$ cat src/rtl/shift_arbiter.sv
// Round-robin arbiter sharing one 32-bit barrel shifter among NREQ requesters,
// with a single registered valid/ready response slot and a saturating completion counter.
module shift_arbiter #(
  parameter int unsigned NREQ = 4,
  parameter int unsigned IDW  = 2,
  parameter int unsigned CNTW = 16
) (
  input  logic               clk,
  input  logic               rst,
  input  logic [NREQ-1:0]    req_valid,
  output logic [NREQ-1:0]    req_ready,
  input  logic [NREQ*32-1:0] req_d,
  input  logic [NREQ*5-1:0]  req_sa,
  input  logic [NREQ-1:0]    req_right,
  input  logic [NREQ-1:0]    req_arith,
  output logic               resp_valid,
  input  logic               resp_ready,
  output logic [31:0]        resp_data,
  output logic [IDW-1:0]     resp_id,
  output logic [CNTW-1:0]    op_count
);

  typedef enum logic {EMPTY, FULL} state_e;

  state_e          state_q, state_d;
  logic [31:0]     data_q, data_d;
  logic [IDW-1:0]  id_q, id_d;
  logic [IDW-1:0]  ptr_q, ptr_d;
  logic [CNTW-1:0] cnt_q, cnt_d;

  logic            can_accept;
  logic            grant_found;
  logic            fire;
  logic [IDW-1:0]  grant_idx;
  logic [IDW-1:0]  idx;
  logic [31:0]     sel_d;
  logic [4:0]      sel_sa;
  logic            sel_right;
  logic            sel_arith;
  logic [31:0]     shifted;

  assign can_accept = (state_q == EMPTY) || resp_ready;
  assign fire       = can_accept && grant_found;

  // IDW-bit index arithmetic wraps modulo NREQ because NREQ is a power of two.
  always_comb begin
    grant_found = 1'b0;
    grant_idx   = '0;
    idx         = '0;
    req_ready   = '0;
    for (int unsigned k = 0; k < NREQ; k++) begin
      idx = ptr_q + k[IDW-1:0];
      if (!grant_found && req_valid[idx]) begin
        grant_found = 1'b1;
        grant_idx   = idx;
      end
    end
    if (can_accept && grant_found) begin
      req_ready[grant_idx] = 1'b1;
    end
  end

  always_comb begin
    sel_d     = '0;
    sel_sa    = '0;
    sel_right = 1'b0;
    sel_arith = 1'b0;
    for (int unsigned i = 0; i < NREQ; i++) begin
      if (grant_idx == i[IDW-1:0]) begin
        sel_d     = req_d[i*32 +: 32];
        sel_sa    = req_sa[i*5 +: 5];
        sel_right = req_right[i];
        sel_arith = req_arith[i];
      end
    end
  end

  // Arithmetic branch kept separate so the signed operand is not
  // coerced to unsigned by a mixed-sign conditional expression.
  always_comb begin
    shifted = '0;
    if (!sel_right) begin
      shifted = sel_d << sel_sa;
    end else if (sel_arith) begin
      shifted = $signed(sel_d) >>> sel_sa;
    end else begin
      shifted = sel_d >> sel_sa;
    end
  end

  always_comb begin
    state_d = state_q;
    data_d  = data_q;
    id_d    = id_q;
    ptr_d   = ptr_q;
    cnt_d   = cnt_q;
    if (fire) begin
      state_d = FULL;
      data_d  = shifted;
      id_d    = grant_idx;
      ptr_d   = grant_idx + IDW'(1);
    end else if ((state_q == FULL) && resp_ready) begin
      state_d = EMPTY;
    end
    if ((state_q == FULL) && resp_ready && (cnt_q != '1)) begin
      cnt_d = cnt_q + CNTW'(1);
    end
  end

  always_ff @(posedge clk) begin
    if (rst) begin
      state_q <= EMPTY;
      data_q  <= '0;
      id_q    <= '0;
      ptr_q   <= '0;
      cnt_q   <= '0;
    end else begin
      state_q <= state_d;
      data_q  <= data_d;
      id_q    <= id_d;
      ptr_q   <= ptr_d;
      cnt_q   <= cnt_d;
    end
  end

  assign resp_valid = (state_q == FULL);
  assign resp_data  = data_q;
  assign resp_id    = id_q;
  assign op_count   = cnt_q;

endmodule

$ cat config.mk
export PLATFORM = sky130hd
export DESIGN_NAME = shift_arbiter
export DESIGN_NICKNAME = d
export VERILOG_FILES = /design/src/rtl/shift_arbiter.sv
export SDC_FILE = /design/constraint.sdc
export NUM_CORES = 1
export LEC_CHECK = 0
export BUFFER_PORTS_ARGS = -buffer_cell sky130_fd_sc_hd__buf_4
export CAP_MARGIN = 0
export CORE_MARGIN = 5
export CORE_UTILIZATION = 40
export DETAILED_ROUTE_END_ITERATION = 10
export PLACE_DENSITY = 0.66
export SYNTH_ARGS = -nofsm -noshare
export SYNTH_HDL_FRONTEND = slang
export SYNTH_SLANG_ARGS = --single-unit
$ cat constraint.sdc
create_clock -name clk -period 4.23 [get_ports clk]
set_clock_uncertainty 0.1 [all_clocks]
set_input_delay 0.423 -clock clk [delete_from_list [all_inputs] [get_ports clk]]
set_output_delay 0.423 -clock clk [all_outputs]
set_load 0.1 [all_outputs]
Word-level counts from Yosys, hierarchy flattened

Cells that the tools add are included.

Output and inout bits: 55
Bits in registers: 53
Word-level logic and storage cells: 76

Add/sub/neg operators: 5
Eq/ne operators: 4
Mux-type cells: 39
Order comparisons: 6
Bitwise logic cells: 1
Shift-type cells: 3
Reduce and logical (&&, ||, !) cells: 13

Operator list:

| cell                                                                         | count |
|---|---|
| 32-bit 2-to-1 mux                                                            | 6 |
| 32-bit by 5-bit << shifter with 32-bit output                                | 1 |
| 32-bit by 5-bit right shift with 32-bit output                               | 1 |
| 32-bit by 5-bit >>> shifter with 32-bit output                               | 1 |
| 5-bit 2-to-1 mux                                                             | 4 |
| 1-bit 2-to-1 mux                                                             | 19 |
| 16-bit by 1-bit adder with 16-bit output, second input constant              | 1 |
| 16-bit != test, second input constant                                        | 1 |
| 2-bit by 3-bit less-than comparator with 1-bit output, second input constant | 5 |
| 1-bit binary-select mux with 2-bit select                                    | 4 |
| 2-bit 2-to-1 mux                                                             | 4 |
| 1-bit logical AND                                                            | 7 |
| 2-bit by 1-bit adder with 2-bit output, second input constant                | 2 |
| 2-bit adder, second input constant                                           | 2 |
| 2-bit equality test, second input constant                                   | 2 |
| 4-bit 2-to-1 mux                                                             | 1 |
| 1-bit logical NOT                                                            | 3 |
| 1-bit demux with 2-bit select                                                | 1 |
| 2-bit by 1-bit equality test with 1-bit output, second input constant        | 1 |
| 2-bit by 1-bit >= comparator with 1-bit output, second input constant        | 1 |
| 2-bit logical NOT                                                            | 1 |
| 2-bit nonzero test                                                           | 1 |
| 1-bit logical OR                                                             | 1 |
| 1-bit inverter                                                               | 1 |

Longest topological paths before layout

Depth after elaboration: 20
Mapped depth: 19
Mapped depth without buffers: 15

Least setup slack after synthesis

OpenSTA, ideal clock, no wires.

Path kind: flip-flop to flip-flop
Start point: register ptr_q[1]
End point: register data_q[26], in the netlist resp_data[26]
Stages on the path, launching flop included: 17
Slack: 0.515 ns
Arrival: 3.495 ns
Cells stage by stage: dfxtp_1 -> mux2i_1 -> nor2_1 -> a311oi_1 -> inv_1 -> ha_1 -> or2_4 -> buf_6 -> buf_6 -> a21oi_2 -> a21oi_2 -> mux2_2 -> mux2_2 -> nand2_1 -> o221ai_2 -> a221o_1 -> o31a_1

Word-level cells in the longest chain between the ends: 20
Elaborated cells on any way between the ends: 51
Classes of those cells: 3 x add/sub; 3 x eq/ne; 3 x shift; 34 x mux; 8 x reduce/logical

Ends and longest elaborated chain:

| what                                                                                                             | line   | source |
|---|---|---|
| from (decl)                                                                                                      | 28     | `logic [IDW-1:0] ptr_q, ptr_d;` |
| from (signal assigned)                                                                                           | 121    | `ptr_q <= ptr_d;` |
| branches (longest 11 deep; another with 2-bit by 1-bit adder with 2-bit output)                                  | --     |  |
| 2-bit 2-to-1 mux (*)                                                                                             | 53     | `if (!grant_found && req_valid[idx]) begin` |
| named net grant_idx[0]                                                                                           | 34     | `logic [IDW-1:0] grant_idx;` |
| 2-bit logical NOT                                                                                                | 69     | `if (grant_idx == i[IDW-1:0]) begin` |
| 32-bit 2-to-1 mux or 5-bit 2-to-1 mux (tied branches) (4 in series)                                              | 69     |  |
| 32-bit by 5-bit right shift with 32-bit output or 32-bit by 5-bit >>> shifter with 32-bit output (tied branches) | 87, 85 |  |
| 32-bit 2-to-1 mux                                                                                                | 84     | `end else if (sel_arith) begin` |
| 32-bit 2-to-1 mux (*)                                                                                            | 82     | `if (!sel_right) begin` |
| to (signal assigned)                                                                                             | 119    | `data_q <= data_d;` |
| to (decl)                                                                                                        | 26     | `logic [31:0] data_q, data_d;` |

Mark *: on every way through the listed nets, which the timed path passes. The select of a mux whose other input is x is not followed.
A chain may end at the register's enable or synchronous reset.

Worst setup path after layout

Start point: register ptr_q[1]
End point: register data_q[27], in the netlist resp_data[27]

The elaborated chain is that of the path after synthesis.

==> results.sh <==
export IMPL_hpwl_um=31300
export IMPL_antenna_found_initial=0
export IMPL_multi_input_area_um2=5760
export IMPL_gp_congestion=1.09
export IMPL_crit_slowest_cell="a221oi_1"
export IMPL_finalCritPeriodShare=0.979
export IMPL_syn_num_nets=1210
export IMPL_coreArea_um2=18000
export IMPL_cpLargestDelayFamily="compound AO/OA/AOI/OAI gates"
export IMPL_grt_pass1_vias=9784
export IMPL_end_kind="flop"
export IMPL_final_common_cell="buf_4"
export IMPL_slew_violations=0
export IMPL_slew_headroom=0.539
export IMPL_ioPinCount=218
export IMPL_final_cell_mix="401 x buf_4, 153 x nand2_1, 88 x nor2_1"
export IMPL_yosysUniqueCellTypes=73
export IMPL_clockBufferDepth=2
export IMPL_p_per_area_nw_per_um2=738
export IMPL_die_h_um=145
export IMPL_syn_area_per_cell_um2=7.02
export IMPL_nFillCells=1784
export IMPL_htreeDepth=2
export IMPL_setup_tns_ns=0
export IMPL_cp_arrival_ns=4.28
export IMPL_grt_use_total=0.341
export IMPL_diodes=0
export IMPL_dr_first_iter_drc_count=1303
export IMPL_vias=10300
export IMPL_grt_pass1_wl_um=58100
export IMPL_cp_required_ns=4.37
export IMPL_synthArstFlopShare=0
export IMPL_final_core_util=0.590
export IMPL_max_freq_ghz=0.242
export IMPL_dr_pass1_iters=6
export IMPL_synth_yosys_seq_area_share=0.145
export IMPL_worstPathMaxFanout=44
export IMPL_yosysWarnings=0
export IMPL_seq_area_um2=1060
export IMPL_clkTransAtPathRegs_ns=0.08
export IMPL_synth_edff_count=0
export IMPL_path_class="flop to flop"
export IMPL_fp_row_count=49
export IMPL_area_growth_pct=44.9
export IMPL_worst_pin_slew_ns=0.672
export IMPL_start_kind="flop"
export IMPL_cap_violations=0
export IMPL_drtAntennaViolNets=0
export IMPL_max_stage_delay_ns=0.66
export IMPL_die_w_um=145
export IMPL_path_buf_inv=3
export IMPL_wl_per_cell_um=24.1
export IMPL_status="completed"
export IMPL_clockRootBuffer="clkbuf_16"
export IMPL_grt_start_max_net_pins=45
export IMPL_final_nets=1539
export IMPL_drc=0
export IMPL_p_leak_nw=4.66
export IMPL_syn_instance_count=1042
export IMPL_hold_buffers=0
export IMPL_drive_above_1_share=0.364
export IMPL_cts_buffers=5
export IMPL_cts_sinks=53
export IMPL_syn_cell_area_um2=7310
export IMPL_cts_tree="yes"
export IMPL_numPortBuffers=217
export IMPL_timing_hold_violations_final=0
export IMPL_layout_min_cycle_time_ns=4.14
export IMPL_routed_wl_um=38700
export IMPL_synth_seq_cells=53
export IMPL_setup_viol=0
export IMPL_rsz0062_at_grt="no"
export IMPL_via_per_inst=6.41
export IMPL_clock_latency_ns=0.30
export IMPL_initial_core_util=0.407
export IMPL_hp_class="input pin to flop"
export IMPL_path_cells="mux2i_1 -> nor2_1 -> a311oi_1 -> buf_4 -> ha_2 -> buf_4 -> a21oi_1 -> a21oi_1 -> buf_4 -> mux2_2 -> mux2_2 -> mux2i_1 -> a221oi_1 -> mux2i_1 -> a21oi_1"
export IMPL_grt_overflow=0
export IMPL_yosys_most_used_dff="dfxtp_1"
export IMPL_dieArea_um2=21100
export IMPL_ir_drop_v=0.000457
## worst reg2reg max path, cell delays in order, from the launching register on
cell      delay, ns
dfxtp_1        0.44
mux2i_1        0.22
nor2_1         0.05
a311oi_1       0.25
buf_4          0.19
ha_2           0.33
buf_4          0.40
a21oi_1        0.12
a21oi_1        0.22
buf_4          0.22
mux2_2         0.21
mux2_2         0.19
mux2i_1        0.13
a221oi_1       0.66
mux2i_1        0.18
a21oi_1        0.17
## report_power, final
part	total (W)	switching, W	internal [W]
sequential	0.000673	0.0000643	0.000609
clock	0.000433	0.000210	0.000223
combinational	0.00672	0.00421	0.00251
## flip-flops by register name, indices dropped and copies added, names as in the netlist
signal	count
op_count	16
resp_valid	1
resp_id	2
ptr_q	2
resp_data	32
## final cells by class
type                    count  share of cell area
multi-input cells         887               0.543
repair buffers            417               0.313
clock buffers               5              0.0118
flip-flops and latches     53               0.100
inverters                   7             0.00248
clock inverters             3             0.00236
well taps                 229              0.0270
## cell usage after synthesis (12+ instances only)
cell        n  area (um^2)
o21ai_0    64          320
a221oi_1   15          131
a21oi_1    85          425
nor3_1     12         60.1
dfxtp_1    53         1060
nand3_1    25          125
clkbuf_1   27          101
a22o_1     14          123
nor2_1     90          338
o22ai_1    60          375
a22oi_1    19          143
a31oi_1    27          169
a21oi_2    15          131
xor2_1     12          105
mux2i_1    84          841
nand3b_1   30          225
nand2_1   153          574
o211ai_1   18          135
buf_2      44          220
o221ai_1   14          123
## per-stage QoR
stage,area (um^2),setup slack (ns),hold WS (ns),instances,power [W]
floorplan,7310,0.515,0.395,1042,0.00444
global placement,10400,0.0837,0.342,1592,0.00720
detailed placement,10400,0.0122,0.352,1592,0.00716
CTS,10500,0.118,0.347,1600,0.00760
global route,10600,0.00223,0.367,1601,0.00813
finish,10600,0.0908,0.347,1601,0.00783
## layer usage
layer	track usage	vias up	wire [um]
met3	0.0698	141	4020
met4	0.165	0	2180
met5	0	-	0
met1	0.458	4788	15500
met2	0.521	687	17000
li1	-	4640	-
## what timing repair did
item                       CTS  global route
resized for setup            0            11
setup endpoints to repair    0            14
buffers inserted             0             1
## worst paths after layout
kind	start	end	slack, ns	depth (start not counted)
worst max-delay path	ptr_q[1]$_SDFFE_PP0P_	resp_data[27]$_SDFFE_PP0P_	0.09	15
worst min-delay path	req_valid[3]	resp_valid$_SDFFE_PP0P_	0.35	3
worst max register to register	ptr_q[1]$_SDFFE_PP0P_	resp_data[27]$_SDFFE_PP0P_	0.09	15
worst min register to register	resp_id[0]$_SDFFE_PP0P_	resp_id[0]$_SDFFE_PP0P_	0.36	2
## logic make-up (layout without fill, tap and decap cells)
family	Yosys count	in the layout	synth area share
AOI/OAI and AO/OA	409	409	0.388
adders and majority gates	5	5	0.00855
DFF	53	53	0.145
muxes	96	96	0.135
xor gates and xnor gates	14	14	0.0168
buffers and inverters	102	432	0.0775
and+or+nand+nor	363	363	0.229
Power figures use the tool's default switching activity.
